**src/rtl/biquad8_coeff_loader_if.sv**
```systemverilog
`default_nettype none
// ============================================================================
// Module   : biquad8_coeff_loader_if
// Brief    : WISHBONE initiator/target bundle between the coefficient loader
//            and the biquad8 control port.
// Revision : 1.0 - initial release
// ============================================================================
interface biquad8_coeff_loader_if;
    logic        wb_cyc_o;
    logic        wb_stb_o;
    logic        wb_we_o;
    logic [6:0]  wb_adr_o;
    logic [31:0] wb_dat_o;
    logic [3:0]  wb_sel_o;
    logic        wb_ack_i;
    logic        wb_err_i;
    logic        wb_rty_i;
    logic [31:0] wb_dat_i;

    modport master (
        output wb_cyc_o, wb_stb_o, wb_we_o, wb_adr_o, wb_dat_o, wb_sel_o,
        input  wb_ack_i, wb_err_i, wb_rty_i, wb_dat_i
    );

    modport slave (
        input  wb_cyc_o, wb_stb_o, wb_we_o, wb_adr_o, wb_dat_o, wb_sel_o,
        output wb_ack_i, wb_err_i, wb_rty_i, wb_dat_i
    );
endinterface
`default_nettype wire

```
**src/rtl/biquad8_coeff_loader.sv**
```systemverilog
`default_nettype none
// ============================================================================
// Module   : biquad8_coeff_loader
// Brief    : Drains a FIFO of coefficient writes onto WISHBONE, then writes the
//            update strobe. Define BIQUAD8_LOADER_TIMEOUT_EN for response timeout.
// Revision : 1.0 - initial release
// ============================================================================
module biquad8_coeff_loader #(
    parameter int FIFO_DEPTH = 16,
    parameter int TIMEOUT    = 255
) (
    input  wire         wb_clk_i,
    input  wire         wb_rst_ni,
    input  wire         cmd_valid_i,
    output logic        cmd_ready_o,
    input  wire  [6:0]  cmd_adr_i,
    input  wire  [17:0] cmd_dat_i,
    input  wire         cmd_last_i,
    input  wire         clr_i,
    output logic        busy_o,
    output logic        done_o,
    output logic        err_o,
    biquad8_coeff_loader_if.master wb
);

    localparam int             c_AW   = (FIFO_DEPTH > 1) ? $clog2(FIFO_DEPTH) : 1;
    localparam logic [c_AW:0]  c_FULL = (c_AW + 1)'(FIFO_DEPTH);

    typedef enum logic [1:0] {
        S_IDLE = 2'd0,
        S_WR   = 2'd1,
        S_UPD  = 2'd2,
        S_GAP  = 2'd3
    } state_t;

    state_t        r_state, w_state_nxt;
    logic [23:0]   r_mem [FIFO_DEPTH];
    logic [c_AW:0] r_wr_ptr, r_rd_ptr, w_wr_nxt, w_rd_nxt, w_count, w_count_nxt;
    logic [23:0]   w_head;
    logic          r_upd_pend, w_upd_pend_nxt;
    logic          w_push, w_pop, w_active, w_err, w_rty, w_ack, w_consumed;
    logic          w_timeout;
    logic          w_unused;

    // Entry layout: {last, adr[6:2], dat[17:0]}
    assign w_head     = r_mem[r_rd_ptr[c_AW-1:0]];
    assign w_push     = cmd_valid_i && cmd_ready_o;
    assign w_active   = wb.wb_cyc_o && wb.wb_stb_o;
    assign w_err      = w_active && wb.wb_err_i;
    assign w_rty      = w_active && !wb.wb_err_i && wb.wb_rty_i;
    assign w_ack      = w_active && !wb.wb_err_i && !wb.wb_rty_i && wb.wb_ack_i;
    assign w_consumed = w_err || w_ack;
    assign w_count    = r_wr_ptr - r_rd_ptr;
    assign w_unused   = (^{wb.wb_dat_i, cmd_adr_i[1:0]}) ^ (TIMEOUT == 0);

`ifdef BIQUAD8_LOADER_TIMEOUT_EN
    localparam logic [15:0] c_TMO_LAST = 16'(TIMEOUT - 1);
    logic [15:0] r_tmo_cnt;

    always_ff @(posedge wb_clk_i or negedge wb_rst_ni) begin
        if (!wb_rst_ni) begin
            r_tmo_cnt <= '0;
        end else if (!w_active) begin
            r_tmo_cnt <= '0;
        end else begin
            r_tmo_cnt <= r_tmo_cnt + 16'd1;
        end
    end

    assign w_timeout = w_active && !wb.wb_ack_i && !wb.wb_err_i && !wb.wb_rty_i &&
                       (r_tmo_cnt == c_TMO_LAST);
`else
    assign w_timeout = 1'b0;
`endif

    always_comb begin
        w_state_nxt    = r_state;
        w_pop          = 1'b0;
        w_upd_pend_nxt = r_upd_pend;
        case (r_state)
            S_IDLE: if (w_count != '0) w_state_nxt = S_WR;
            S_WR: begin
                if (w_timeout) begin
                    w_state_nxt = S_GAP;
                end else if (w_consumed) begin
                    w_pop          = 1'b1;
                    w_upd_pend_nxt = w_head[23];
                    w_state_nxt    = S_GAP;
                end else if (w_rty) begin
                    w_state_nxt = S_GAP;
                end
            end
            S_UPD: begin
                if (w_timeout || w_rty) begin
                    w_state_nxt = S_GAP;
                end else if (w_consumed) begin
                    w_upd_pend_nxt = 1'b0;
                    w_state_nxt    = S_GAP;
                end
            end
            // GAP folds the IDLE decision in so back-to-back writes cost one idle cycle
            S_GAP: begin
                if (r_upd_pend)          w_state_nxt = S_UPD;
                else if (w_count != '0)  w_state_nxt = S_WR;
                else                     w_state_nxt = S_IDLE;
            end
            default: w_state_nxt = S_IDLE;
        endcase
        if (w_timeout) w_upd_pend_nxt = 1'b0;
    end

    assign w_wr_nxt    = r_wr_ptr + {{c_AW{1'b0}}, w_push};
    assign w_rd_nxt    = w_timeout ? r_wr_ptr : (r_rd_ptr + {{c_AW{1'b0}}, w_pop});
    assign w_count_nxt = w_wr_nxt - w_rd_nxt;

    always_ff @(posedge wb_clk_i) begin
        if (w_push) r_mem[r_wr_ptr[c_AW-1:0]] <= {cmd_last_i, cmd_adr_i[6:2], cmd_dat_i};
    end

    always_ff @(posedge wb_clk_i or negedge wb_rst_ni) begin
        if (!wb_rst_ni) begin
            r_state     <= S_IDLE;
            r_wr_ptr    <= '0;
            r_rd_ptr    <= '0;
            r_upd_pend  <= 1'b0;
            cmd_ready_o <= 1'b1;
            busy_o      <= 1'b0;
            done_o      <= 1'b0;
            err_o       <= 1'b0;
            wb.wb_cyc_o <= 1'b0;
            wb.wb_stb_o <= 1'b0;
            wb.wb_we_o  <= 1'b0;
            wb.wb_adr_o <= '0;
            wb.wb_dat_o <= '0;
            wb.wb_sel_o <= '0;
        end else begin
            r_state     <= w_state_nxt;
            r_wr_ptr    <= w_wr_nxt;
            r_rd_ptr    <= w_rd_nxt;
            r_upd_pend  <= w_upd_pend_nxt;
            cmd_ready_o <= (w_count_nxt != c_FULL);
            busy_o      <= (w_count_nxt != '0) || (w_state_nxt != S_IDLE);
            done_o      <= (r_state == S_UPD) && w_consumed;
            if (w_err || w_timeout) err_o <= 1'b1;
            else if (clr_i)         err_o <= 1'b0;

            // Bus fields load only on strobe entry so they hold while stb is high
            if (w_state_nxt == S_WR && r_state != S_WR) begin
                wb.wb_cyc_o <= 1'b1;
                wb.wb_stb_o <= 1'b1;
                wb.wb_we_o  <= 1'b1;
                wb.wb_adr_o <= {w_head[22:18], 2'b00};
                wb.wb_dat_o <= {{14{w_head[17]}}, w_head[17:0]};
                wb.wb_sel_o <= 4'hF;
            end else if (w_state_nxt == S_UPD && r_state != S_UPD) begin
                wb.wb_cyc_o <= 1'b1;
                wb.wb_stb_o <= 1'b1;
                wb.wb_we_o  <= 1'b1;
                wb.wb_adr_o <= 7'h00;
                wb.wb_dat_o <= 32'h0000_0001;
                wb.wb_sel_o <= 4'h1;
            end else if (w_state_nxt != S_WR && w_state_nxt != S_UPD) begin
                wb.wb_cyc_o <= 1'b0;
                wb.wb_stb_o <= 1'b0;
                wb.wb_we_o  <= 1'b0;
            end
        end
    end

endmodule
`default_nettype wire

```
**src/flat_wrapper.sv**
```systemverilog
// flat-port wrapper written by rule: the top's interface ports become plain ports
module biquad8_coeff_loader_flat 
#(
    parameter int FIFO_DEPTH = 16,
    parameter int TIMEOUT    = 255
)
  (wb_clk_i, wb_rst_ni, cmd_valid_i, cmd_ready_o, cmd_adr_i, cmd_dat_i, cmd_last_i, clr_i, busy_o, done_o, err_o, wb_wb_cyc_o, wb_wb_stb_o, wb_wb_we_o, wb_wb_adr_o, wb_wb_dat_o, wb_wb_sel_o, wb_wb_ack_i, wb_wb_err_i, wb_wb_rty_i, wb_wb_dat_i);
  biquad8_coeff_loader_if wb_i ();
  input  wire wb_clk_i;
  input  wire wb_rst_ni;
  input  wire cmd_valid_i;
  output logic cmd_ready_o;
  input  wire  [6:0] cmd_adr_i;
  input  wire  [17:0] cmd_dat_i;
  input  wire cmd_last_i;
  input  wire clr_i;
  output logic busy_o;
  output logic done_o;
  output logic err_o;
  output wire logic [$bits(wb_i.wb_cyc_o)-1:0] wb_wb_cyc_o;
  output wire logic [$bits(wb_i.wb_stb_o)-1:0] wb_wb_stb_o;
  output wire logic [$bits(wb_i.wb_we_o)-1:0] wb_wb_we_o;
  output wire logic [$bits(wb_i.wb_adr_o)-1:0] wb_wb_adr_o;
  output wire logic [$bits(wb_i.wb_dat_o)-1:0] wb_wb_dat_o;
  output wire logic [$bits(wb_i.wb_sel_o)-1:0] wb_wb_sel_o;
  input wire logic [$bits(wb_i.wb_ack_i)-1:0] wb_wb_ack_i;
  input wire logic [$bits(wb_i.wb_err_i)-1:0] wb_wb_err_i;
  input wire logic [$bits(wb_i.wb_rty_i)-1:0] wb_wb_rty_i;
  input wire logic [$bits(wb_i.wb_dat_i)-1:0] wb_wb_dat_i;
  assign wb_wb_cyc_o = wb_i.wb_cyc_o;
  assign wb_wb_stb_o = wb_i.wb_stb_o;
  assign wb_wb_we_o = wb_i.wb_we_o;
  assign wb_wb_adr_o = wb_i.wb_adr_o;
  assign wb_wb_dat_o = wb_i.wb_dat_o;
  assign wb_wb_sel_o = wb_i.wb_sel_o;
  assign wb_i.wb_ack_i = wb_wb_ack_i;
  assign wb_i.wb_err_i = wb_wb_err_i;
  assign wb_i.wb_rty_i = wb_wb_rty_i;
  assign wb_i.wb_dat_i = wb_wb_dat_i;
  biquad8_coeff_loader #(.FIFO_DEPTH(FIFO_DEPTH), .TIMEOUT(TIMEOUT)) u_core (.wb_clk_i(wb_clk_i), .wb_rst_ni(wb_rst_ni), .cmd_valid_i(cmd_valid_i), .cmd_ready_o(cmd_ready_o), .cmd_adr_i(cmd_adr_i), .cmd_dat_i(cmd_dat_i), .cmd_last_i(cmd_last_i), .clr_i(clr_i), .busy_o(busy_o), .done_o(done_o), .err_o(err_o), .wb(wb_i));
endmodule
```
**config.mk**
```make
export PLATFORM = sky130hd
export DESIGN_NAME = biquad8_coeff_loader_flat
export DESIGN_NICKNAME = d
export VERILOG_FILES = /design/src/rtl/biquad8_coeff_loader_if.sv /design/src/rtl/biquad8_coeff_loader.sv /design/src/flat_wrapper.sv
export SDC_FILE = /design/constraint.sdc
export NUM_CORES = 1
export LEC_CHECK = 0
export ABC_AREA = 0
export CORE_MARGIN = 2
export CORE_UTILIZATION = 55
export CTS_CLUSTER_DIAMETER = 30
export CTS_CLUSTER_SIZE = 8
export DETAILED_ROUTE_END_ITERATION = 8
export PLACE_DENSITY = 0.75
export SLEW_MARGIN = 10
export SYNTH_ARGS = -nofsm -noshare
export SYNTH_HDL_FRONTEND = slang
export SYNTH_SLANG_ARGS = --single-unit
```
**constraint.sdc**
```tcl
create_clock -name wb_clk_i -period 8.9 [get_ports wb_clk_i]
set_input_delay 1.78 -clock wb_clk_i [delete_from_list [all_inputs] [get_ports wb_clk_i]]
set_output_delay 1.78 -clock wb_clk_i [all_outputs]
set_load 0.005 [all_outputs]
```
==> results.py <==
metrics = {
    "status": {
        "status": "finished clean",
    },
    "route": {
        "viasPerCell": 6.08,
        "wl_per_cell_um": 27.3,
        "postRouteAntennaNets": 0,
        "totalWireLength_um": 37800,
        "route.detailed.drc": 0,
        "dr.pass1.iters": 5,
        "first_iter_violations": 887,
        "vias": 8410,
    },
    "clock_tree": {
        "ctsLongestPathBuffers": 3,
        "clk_latency_ns": 0.60,
        "clkSlewWorstSetupHoldPaths_ns": 0.04,
        "ctsResizeCount": 0,
        "cts_hold_buf": 0,
        "h-tree-depth": 3,
        "cts_tree": "built",
        "cts_setup_buffers": 0,
        "cts_root_buffer": "clkbuf_16",
        "cts_num_sinks": 427,
        "cts_buffers": 86,
    },
    "flow_run": {
        "maxCapViolCount": 0,
    },
    "worst_setup_path": {
        "r2r_slack_ns": 4.95,
        "worstSetupPathType": "input port to flop",
        "endpoint_kind": "flop",
        "startpoint": "wb_wb_ack_i",
        "critical_path.max_stage_delay_ns": 0.53,
        "required_ns": 9.34,
        "r2r-end": "u_core.busy_o",
        "critPathLaunchType": "input port",
        "cp_common_cell": "ha_1",
        "cp-endpoint": "u_core.busy_o",
        "ff2ff_path_depth": 9,
        "cp_cell_sequence": "clkdlybuf4s50_1 -> nor2b_1 -> o21ai_0 -> nor2_1 -> ha_1 -> ha_1 -> inv_1 -> ha_1 -> a21o_1 -> a21o_1 -> a21oi_1 -> xor3_1 -> or4_1",
        "critPathSlowestCell": "or4_1",
        "worstPathMaxFanout": 3,
        "arrival_ns": 5.12,
        "reg2reg_from": "u_core.r_rd_ptr[1]",
    },
    "synth": {
        "synth_area_um2": 16700,
        "synth-main-ff-cell": "edfxtp_1",
        "synthXorXnorAreaFrac_pct": 0.613,
        "yosys_warnings": 0,
        "synthMuxAreaShare_pct": 16.2,
        "synth.area.top_cells": "edfxtp_1, mux4_2, dfrtp_1, nand2_1, buf_4",
        "synth-async-reset-ratio_pct": 10.1,
        "synth.avg_cell_area_um2": 21.1,
        "ys_seq_elements": 427,
        "synth_compound_area_share_pct": 1.65,
        "netlist_instances": 793,
        "synth_common_cells": "edfxtp_1, mux4_2, nand2_1, dfrtp_1, o21ai_1",
        "synth_top_family_by_area": "multiplexers",
        "synth_top_area_share_pct": 68.9,
        "synth.distinct_cells": 40,
        "synth_edf_count": 384,
        "yosysSeqAreaShare_pct": 75.4,
        "yosys.area_share.adder_pct": 0.898,
        "yosys.area.top_type": "edfxtp_1",
        "synthSimpleGateAreaFrac_pct": 2.74,
        "synthMostInstantiatedCell": "edfxtp_1",
    },
    "floorplan": {
        "die-area_um2": 31800,
        "die_h_um": 178,
        "rows": 63,
        "core_um2": 29800,
        "start_util_pct": 56.1,
        "io_pins": 115,
        "die_w_um": 178,
    },
    "global_routing": {
        "grt-ovfl-total": 0,
        "grt_pass1_vias": 8805,
        "grt_max_degree": 56,
        "grt_pass1_wl_um": 56200,
        "antenna_found_initial": 0,
        "grtUsageTotal_pct": 25.0,
    },
    "hold_path": {
        "hold_class": "flop to flop",
    },
    "sta": {
        "hold_ws_ns": 0.477,
        "post-route-min-period_ns": 4.68,
        "clock_skew_ns": 0.0337,
        "drv_slew": 0,
        "max-slew-margin-rel_pct": 23.7,
        "rsz0062_at_grt": "false",
        "hold_viol": 0,
        "tightestPinTransition_ns": 1.14,
        "fmax_mhz": 214,
        "setup_violations": 0,
        "fin_tns_setup_ns": 0,
        "finalCritPeriodShare_pct": 52.6,
    },
    "power": {
        "p_leak_nw": 7.10,
        "pwr-share-comb_pct": 25.0,
        "p_per_area_nw_per_um2": 380,
        "clkPwrFrac_pct": 40.8,
        "netSwitchingFraction_pct": 28.8,
        "switchingPower_mw": 2.28,
        "intPower_mw": 5.64,
        "peakVddDrop_uv": 226,
        "power.share.sequential_pct": 34.2,
    },
    "placement": {
        "dp_hpwl_um": 17800,
        "port_buffers": 78,
        "gp_congestion": 0.741,
    },
    "finish": {
        "syn2layout_area_growth_pct": 24.7,
        "nets": 1003,
        "num_antenna_cells": 0,
        "drive_gt1_share_pct": 30.1,
        "n_fill_cell": 1751,
    },
}
-- kinds of logic (layout without fill, tap and decap cells) --
| group | after synthesis | count (layout) |
|---|---|---|
| XOR/XNOR | 10 | 10 |
| multiplexers | 121 | 121 |
| other | 1 | 2 |
| buffers and inverters | 70 | 270 |
| AO/OA/AOI/OAI | 47 | 47 |
| AND/OR/NAND/NOR | 105 | 105 |
| adder cells (fa/ha/maj) | 12 | 12 |
| flip-flops | 427 | 427 |
-- routing by layer --
metal	share of wire (%)	global-route usage (%)	wire [um]
met1	40	34.1	15000
met2	51	40.7	19200
met3	7.1	4.90	2680
met4	2.3	8.98	885
met5	0	0	0
-- cells in the final DEF, fill, tap and decap left out, types with 7 or more instances in the layout --
cell type	instances
buf_4	23
bufinv_16	11
clkbuf_1	16
clkbuf_16	86
clkdlybuf4s50_1	77
clkinv_1	8
clkinv_2	12
clkinvlp_4	7
dfrtp_1	40
edfxtp_1	384
ha_1	12
inv_1	12
mux4_2	120
nand2_1	53
nand3_1	8
nor2_1	7
nor2_2	12
o21ai_0	7
o21ai_1	24
xnor2_1	7
-- power groups by stage --
stage | combinational (mW) | sequential, mW | clock, mW
finish | 1.98 | 2.71 | 3.23
global route | 2.13 | 2.75 | 3.36
CTS | 1.99 | 2.72 | 3.27
detailed placement | 1.96 | 2.74 | 0
global placement | 1.92 | 2.72 | 0
floorplan | 1.51 | 2.58 | 0
-- final cells by class --
cell class	instances	area (um^2)	area share, %
flip-flops and latches	427	12600	60.5
multi-input cells	297	3780	18.1
clock buffers	108	2290	11.0
repair buffers	101	948	4.55
clock inverters	48	686	3.29
well taps	390	488	2.34
inverters	13	48.8	0.234
-- how the worst min path moves through the flow --
stage                          start                     to  slack (ns)  cells past startpoint
5_1_grt        u_core.wb.wb_sel_o[0]  u_core.wb.wb_sel_o[0]        0.49                      2
6_report       u_core.wb.wb_sel_o[0]  u_core.wb.wb_sel_o[0]        0.48                      2
2_1_floorplan  u_core.wb.wb_sel_o[0]  u_core.wb.wb_sel_o[0]        0.47                      2
3_5_place_dp   u_core.wb.wb_sel_o[0]  u_core.wb.wb_sel_o[0]        0.47                      2
3_3_place_gp   u_core.wb.wb_sel_o[0]  u_core.wb.wb_sel_o[0]        0.47                      2
4_1_cts        u_core.wb.wb_sel_o[0]  u_core.wb.wb_sel_o[0]        0.48                      2
-- flip-flops by register name, summed over array words and instances, names as in the netlist --
| signal | flops |
|---|---|
| u_core.r_mem | 384 |
| u_core.cmd_ready_o | 1 |
| u_core.r_wr_ptr | 5 |
| u_core.wb.wb_sel_o | 2 |
| u_core.busy_o | 1 |
| u_core.r_upd_pend | 1 |
| u_core.err_o | 1 |
| u_core.wb.wb_stb_o | 1 |
| u_core.r_rd_ptr | 5 |
| u_core.wb.wb_dat_o | 18 |
| u_core.r_state | 2 |
| u_core.done_o | 1 |
| u_core.wb.wb_adr_o | 5 |
-- critical path, delay by kind of cell --
family | cells | cell delay, ns
buffers and inverters | 2 | 0.54
adders and majority gates | 3 | 0.73
AOI/OAI and AO/OA | 4 | 0.63
and+or+nand+nor | 3 | 0.98
xor gates and xnor gates | 1 | 0.45
-- per-stage QoR --
step / utilization [%] / std cells / total power [mW] / cell area [um^2] / setup WS, ns
after global routing: 70.0 / 1384 / 8.24 / 20900 / 4.07
after CTS: 70.0 / 1384 / 7.98 / 20900 / 4.23
after detailed placement: 60.0 / 1228 / 4.69 / 17900 / 3.69
after floorplan: - / 794 / 4.10 / 16700 / 4.41
final: 70.0 / 1384 / 7.92 / 20900 / 4.22
after global placement: 60.0 / 1228 / 4.64 / 17900 / 3.64
(Power assumes the default switching activity.)
